## src/rtl/conv_pkg.sv

```systemverilog
// Shared definitions for the convolution feeder and downstream stages.
package conv_pkg;
  localparam int CONV_DATA_W = 32;
  localparam int CONV_TAPS   = 9;

  typedef enum logic [1:0] {
    IDLE = 2'd0,
    EMIT = 2'd1,
    GAP  = 2'd2
  } conv_state_t;
endpackage

```

## src/rtl/conv_line_buffer.sv

```systemverilog
// One image row of delay: circular buffer, single pointer, read-before-write.
module conv_line_buffer
  import conv_pkg::*;
#(
  parameter int DEPTH = 28
) (
  input  logic                   clk,
  input  logic                   reset,
  input  logic                   en,
  input  logic [CONV_DATA_W-1:0] wr_data,
  output logic [CONV_DATA_W-1:0] rd_data
);
  localparam int AW = (DEPTH > 1) ? $clog2(DEPTH) : 1;

  logic [CONV_DATA_W-1:0] mem [DEPTH];
  logic [AW-1:0]          ptr;

  assign rd_data = mem[ptr];

  always_ff @(posedge clk or negedge reset) begin
    if (!reset) begin
      ptr <= '0;
    end else if (en) begin
      ptr <= (ptr == AW'(DEPTH - 1)) ? '0 : ptr + 1'b1;
    end
  end

  // Contents are deliberately not reset; stale words never reach a window.
  always_ff @(posedge clk) begin
    if (en) begin
      mem[ptr] <= wr_data;
    end
  end
endmodule

```

## src/rtl/conv_window_streamer.sv

```systemverilog
// Raster pixel stream in, serialized 3x3 windows out for the conv accelerator.
//   state | meaning
//   IDLE  | accepting pixels, no window in flight
//   EMIT  | presenting window word tap (0..8), input stalled
//   GAP   | idle strobe cycle, windowDone high, may accept next pixel
module conv_window_streamer
  import conv_pkg::*;
#(
  parameter int IMG_W = 28,
  parameter int IMG_H = 28
) (
  input  logic                   clk,
  input  logic                   reset,
  input  logic [CONV_DATA_W-1:0] inData,
  input  logic                   inValid,
  output logic                   inReady,
  output logic [CONV_DATA_W-1:0] outData,
  output logic                   outValid,
  output logic                   windowDone,
  output logic                   frameDone
);
  localparam int CW = $clog2(IMG_W);
  localparam int RW = $clog2(IMG_H);

  conv_state_t            state, state_nxt;
  logic [CW-1:0]          col;
  logic [RW-1:0]          row;
  logic [3:0]             tap;
  logic                   last_win;
  logic                   accept, trigger, col_last, row_last;
  logic [CONV_DATA_W-1:0] l1_out, l0_out;
  logic [CONV_DATA_W-1:0] w [CONV_TAPS];

  assign inReady  = (state != EMIT);
  assign accept   = inValid && inReady;
  assign col_last = (col == CW'(IMG_W - 1));
  assign row_last = (row == RW'(IMG_H - 1));
  assign trigger  = accept && (row >= RW'(2)) && (col >= CW'(2));

  always_ff @(posedge clk or negedge reset) begin
    if (!reset) begin
      col <= '0;
      row <= '0;
    end else if (accept) begin
      if (col_last) begin
        col <= '0;
        row <= row_last ? '0 : row + 1'b1;
      end else begin
        col <= col + 1'b1;
      end
    end
  end

  conv_line_buffer #(.DEPTH(IMG_W)) u_line1 (
    .clk     (clk),
    .reset   (reset),
    .en      (accept),
    .wr_data (inData),
    .rd_data (l1_out)
  );

  conv_line_buffer #(.DEPTH(IMG_W)) u_line0 (
    .clk     (clk),
    .reset   (reset),
    .en      (accept),
    .wr_data (l1_out),
    .rd_data (l0_out)
  );

  // Flattened window, index = row*3 + col; row 0 oldest, col 0 oldest.
  always_ff @(posedge clk) begin
    if (accept) begin
      for (int i = 0; i < 3; i++) begin
        w[i*3]   <= w[i*3+1];
        w[i*3+1] <= w[i*3+2];
      end
      w[2] <= l0_out;
      w[5] <= l1_out;
      w[8] <= inData;
    end
  end

  always_ff @(posedge clk or negedge reset) begin
    if (!reset) begin
      state <= IDLE;
    end else begin
      state <= state_nxt;
    end
  end

  always_comb begin
    state_nxt  = state;
    outValid   = 1'b0;
    windowDone = 1'b0;
    frameDone  = 1'b0;
    case (state)
      IDLE: begin
        if (trigger) state_nxt = EMIT;
      end
      EMIT: begin
        outValid = 1'b1;
        if (tap == 4'(CONV_TAPS - 1)) state_nxt = GAP;
      end
      GAP: begin
        windowDone = 1'b1;
        frameDone  = last_win;
        state_nxt  = trigger ? EMIT : IDLE;
      end
      default: state_nxt = IDLE;
    endcase
  end

  // w[1] is loaded at the trigger edge: it becomes w00 once the shift lands.
  always_ff @(posedge clk or negedge reset) begin
    if (!reset) begin
      tap      <= '0;
      outData  <= '0;
      last_win <= 1'b0;
    end else if (trigger) begin
      tap      <= '0;
      outData  <= w[1];
      last_win <= row_last && col_last;
    end else if (state == EMIT) begin
      if (tap != 4'(CONV_TAPS - 1)) begin
        tap     <= tap + 4'd1;
        outData <= w[tap + 4'd1];
      end else begin
        tap <= '0;
      end
    end
  end
endmodule

```

## config.mk

```make
export PLATFORM = sky130hd
export DESIGN_NAME = conv_window_streamer
export DESIGN_NICKNAME = d
export VERILOG_FILES = /design/src/rtl/conv_pkg.sv /design/src/rtl/conv_line_buffer.sv /design/src/rtl/conv_window_streamer.sv
export SDC_FILE = /design/constraint.sdc
export NUM_CORES = 2
export LEC_CHECK = 0
export CORE_UTILIZATION = 50
export CTS_CLUSTER_DIAMETER = 100
export CTS_CLUSTER_SIZE = 10
export DETAILED_ROUTE_END_ITERATION = 12
export PLACE_DENSITY_LB_ADDON = 0.05
export SYNTH_ARGS = -nofsm -noshare
export SYNTH_HDL_FRONTEND = slang
export SYNTH_SLANG_ARGS = --single-unit
export TNS_END_PERCENT = 1
```

## constraint.sdc

```tcl
create_clock -name clk -period 23.5 [get_ports clk]
set_clock_uncertainty 0.1 [all_clocks]
set_input_delay 4.7 -clock clk [delete_from_list [all_inputs] [get_ports clk]]
set_output_delay 4.7 -clock clk [all_outputs]
set_load 0.01 [all_outputs]
```

## Word level (Yosys, flattened, before mapping)

Memory sizes are Yosys's and may differ from the RTL's.
Cells that the tools add are included.

- Flip-flop bits (word level): 59
- RAM bits: 2080
- Memories kept: 3

Memory list:

| name | depth | bits a word | read ports | clocked after Yosys merged registers in | write ports | RTL line | source |
|---|---|---|---|---|---|---|---|
| u_line0.mem | 28 | 32 | 1 | 0 | 1 | conv_line_buffer.sv:15 | `logic [CONV_DATA_W-1:0] mem [DEPTH];` |
| u_line1.mem | 28 | 32 | 1 | 0 | 1 | conv_line_buffer.sv:15 |  |
| w | 9 | 32 | 7 | 0 | 9 | conv_window_streamer.sv:32 | `logic [CONV_DATA_W-1:0] w [CONV_TAPS];` |

- Add/sub/neg operators: 5
- $lt $le $gt $ge: 2
- Eq/ne operators: 11
- Mux-type cells: 19
- Reductions and logical operators: 10

Operators by type and width:

| kind | count |
|---|---|
| $mux 32 | 3 |
| $add 5x1->5 const B | 4 |
| $eq 5x5->1 const B | 4 |
| $mux 5 | 4 |
| $mux 4 | 3 |
| $ge 5x2->1 const B | 2 |
| $mux 1 | 6 |
| $pmux 2 s3 | 1 |
| $reduce_and 2->1 | 3 |
| $add 4x1->4 const B | 1 |
| $eq 4x4->1 const B | 1 |
| $logic_and 1x1->1 | 4 |
| $mux 2 | 2 |
| $ne 2x2->1 const B | 2 |
| $ne 4x4->1 const B | 1 |
| $reduce_bool 2->1 | 2 |
| $eq 2x1->1 const B | 1 |
| $eq 2x2->1 const B | 1 |
| $logic_not 2->1 | 1 |
| $ne 2x1->1 const B | 1 |

## Longest topological paths before layout

- Depth in word-level cells: 6
- Depth in mapped cells: 10
- Gate-level depth less buffers: 7

## Cells and area by module

Synthesis repeated with hierarchy kept, for this count alone.

- Cells, all modules: 3926
- Area total of the unflattened synthesis: 82270.2 µm²

Modules (own cells, without submodules):

| module | instances | cells an instance | area each (µm²) | seq. area each (µm²) |
|---|---|---|---|---|
| conv_line_buffer at u_line0 | 1 | 1716 | 34585.7 | 27030.9 |
| conv_line_buffer at u_line1 | 1 | 1564 | 34528.1 | 27030.9 |
| conv_window_streamer | 1 | 646 | 13156.4 | 9874.5 |

## Worst setup path before layout

OpenSTA, ideal clock, no wires.

- Kind: input port to flip-flop
- Start point: input port inValid
- End point: register col[0]
- Library setup time: 514 ps
- Data arrival time: 13294 ps
- Setup slack: 9592 ps
- Stages: 5
- Buffers on the path: 2
- Cells stage by stage: nand2_1 clkbuf_1 inv_1 clkbuf_1 o21ai_0

- Word-level cells in the longest chain between the ends: 1

Ends and longest elaborated chain:

| element | RTL line | source |
|---|---|---|
| from (decl) | conv_window_streamer.sv:15 | `input logic inValid,` |
| $logic_and 1x1->1 | conv_window_streamer.sv:35 | `assign accept = inValid && inReady;` |
| net accept | conv_window_streamer.sv:30 | `logic accept, trigger, col_last, row_last;` |
| to (signal assigned) | conv_window_streamer.sv:49 | `col <= col + 1'b1;` |
| to (decl) | conv_window_streamer.sv:26 | `logic [CW-1:0] col;` |

The timed path passes the listed nets, and every way through them passes these cells.
A chain may end at the register's enable or synchronous reset.

## Worst setup path after layout

- Start point: input port inValid
- End point: memory u_line0.mem[7][16] (enable)

- Word-level cells in the longest chain between the ends: 3

Ends and longest elaborated chain:

| element | RTL line | source |
|---|---|---|
| $logic_and 1x1->1 | conv_window_streamer.sv:35 |  |
| $mux 1 | conv_line_buffer.sv:30 | `if (en) begin` |
| $mux 1 (not written as such) | conv_line_buffer.sv:31 | `mem[ptr] <= wr_data;` |
| to (decl) | conv_line_buffer.sv:15 |  |

Every way passes these cells.

==> results_dict.tcl <==
set metrics [dict create \
    cp_cell_sequence "clkdlybuf4s50_1, nand2_1, buf_4, inv_8, nand2_1, nor3_4, buf_4" \
    clk_path_buf_depth 3 \
    synthDistinctLibCells 56 \
    grt_usage_pct 26.91 \
    dp_slack_ns 14.78 \
    cts.clk_slew.worst_paths_ns 0.06 \
    area_growth_pct 12.73 \
    dr.pass1.iters 5 \
    async_flop_share_pct 2.758 \
    finalWirelength_mm 219.1 \
    yosys-top-cells-area "edfxtp_1, mux4_2, mux2i_1" \
    start_util_pct 50.30 \
    yosysWarnings 0 \
    fp.coreArea_mm2 0.1626 \
    synth_top_area_share_pct 76.37 \
    post-route-min-period_ns 7.450 \
    n_fill_cell 12113 \
    die_y_um 406.4 \
    status "finished, final reports clean" \
    worst_slack_ns 16.05 \
    hold_viol 0 \
    grt_max_degree 173 \
    worst-endpoint-arrival_ns 7.86 \
    ios 71 \
    rows 148 \
    syn_nets 3825 \
    p_per_area_mw_per_mm2 142.1 \
    vias 40252 \
    clock.fmax_mhz 134.2 \
    max_slew_margin_pct 13.99 \
    crit_path_end_kind "flop" \
    gp_congestion 0.8699 \
    synth.most_common_cell "edfxtp_1" \
    hp-class "flop to flop" \
    grt.overflow.total 0 \
    routed-wl-met3_mm 16.25 \
    worstSetupPathType "input pin to flop" \
    post-cts-setup-buffers 0 \
    netlist_top_cells_count "edfxtp_1, mux4_2, mux2i_1" \
    tightest_slew_ns 1.287 \
    synth_edf_count 2080 \
    ys_ff_latch 2139 \
    ys_seq_area_share_pct 78.18 \
    crit_fanout 55 \
    min_period_over_period_pct 31.70 \
    synth_area_per_cell_um2 21.66 \
    setup_viol 0 \
    max_cap_violations 0 \
    clock_sinks 2139 \
    htreeDepth 4 \
    worstPathRequired_ns 23.91 \
    crit_buf_inv 4 \
    dpl.hpwl_mm 132.2 \
    cts_hold_buf 0 \
    clkLatencyLatePin_ns 0.86 \
    cp_slowest_cell "nor3_4" \
    wl_met1_mm 91.94 \
    synthCells 3776 \
    antenna_found_initial 14 \
    crit_family "simple AND/OR/NAND/NOR gates" \
    drive_gt1_share_pct 23.80 \
    drt-initial-drc-count 4928 \
    netlist_area_mm2 0.08178 \
    grt_pass1_wl_mm 308.3 \
    viasPerCell 6.410 \
    route.met2.wl_mm 104.6 \
    numPortBuffers 70 \
    wl_per_cell_um 34.89 \
    cts_tree "built" \
    power_leakage_nw 29.26 \
    cts_resized 0 \
    root_buffer "clkbuf_16" \
    cts_buffers 232 \
    floorplan.die_area_mm2 0.1652 \
    final_nets 4053 \
    slew_viol_final 0 \
    die_x_um 406.4 \
    cp-start-kind "input pin" \
    grt_pass1_vias 40175 \
    peakVddDrop_mv 0.1101 \
    ys.flop_type "edfxtp_1" \
    rsz0062_at_grt "false" \
    top_layer "met5" \
    drcViolationCount 0 \
    setup_tns_ns 0 \
    antenna_left 0 \
    critPathMaxStageDelay_ns 0.88 \
    yosysTopAreaCell "edfxtp_1" \
]
final cells by class:
cell class | instances | area (um^2) | area share [%]
sequential | 2139 | 63960 | 69.38
multi-input combinational | 1387 | 17280 | 18.75
clock buffer | 315 | 6138 | 6.658
tap | 2175 | 2721 | 2.952
timing repair buffer | 194 | 1669 | 1.810
clock inverter | 16 | 212.7 | 0.2307
inverter | 50 | 195.2 | 0.2117
antenna | 4 | 10.01 | 0.01086
worst paths after layout:
kind	depth (start not counted)	start	slack, ns	to
worst min register to register	0	w[7][2]	0.34	w[6][2]
max in group asynchronous	2	reset	18.47	u_line0.ptr[1]
min in group asynchronous	1	reset	3.66	tap[1]
worst max-delay path	7	inValid	16.05	u_line0.mem[7][16]
worst max register to register	7	u_line0.ptr[0]	18.17	w[2][24]
worst min-delay path	0	w[7][2]	0.34	w[6][2]
routing by layer:
metal	vias up	GRT usage, %
li1	16291	-
met1	21795	39.49
met2	1841	41.99
met3	323	4.350
met4	2	7.822
met5	-	0
cell families (layout without fill, tap and decap cells):
group                    count (synthesis)  after routing  share of synthesized area (%)
flip-flops                            2139           2139                          78.18
multiplexers                           659            659                          14.99
AO/OA/AOI/OAI                          374            374                          3.334
AND/OR/NAND/NOR                        337            337                          1.793
buffers and inverters                  250            575                          1.450
adder cells (fa/ha/maj)                 14             14                         0.2142
XOR/XNOR                                 3              3                        0.04132
other                                    0              4                              0
placed cells by master, fill, tap and decap left out, types with 45 or more instances in the layout:
cell / count
clkbuf_16: 233
edfxtp_1: 2080
buf_4: 119
nor2_4: 45
dfrtp_1: 50
a21oi_1: 52
nand2_1: 140
a22oi_1: 60
mux2i_1: 184
clkbuf_1: 82
clkdlybuf4s50_1: 65
mux4_2: 450
nor2_1: 45
through the flow:
stage	hold WS, ns	utilization (%)	area, um^2	instances	power (mW)
6_report	0.3412	56.70	92190	6280	13.10
5_1_grt	0.3507	56.70	92180	6276	13.50
4_1_cts	0.3397	56.69	92170	6276	13.18
3_5_place_dp	0.3285	52.79	85820	5945	10.01
3_3_place_gp	0.3267	52.78	85820	5944	9.899
2_1_floorplan	0.3207	-	81780	3776	7.894
state kept, by name (all words and copies together), names as in the netlist:
signal       count
state            2
col              5
last_win         1
w              288
u_line0.mem    896
u_line0.ptr      5
outData         32
u_line1.mem    896
u_line1.ptr      5
tap              4
row              5
where the power goes:
| part | switching (mW) | total (mW) | leakage (nW) | internal, mW |
|---|---|---|---|---|
| combinational | 2.96 | 4.34 | 6.54 | 1.38 |
| clock | 1.39 | 3.18 | 3.07 | 1.79 |
| sequential | 0.291 | 5.57 | 19.7 | 5.28 |
Note: power is estimated with default switching activity, not from simulation.
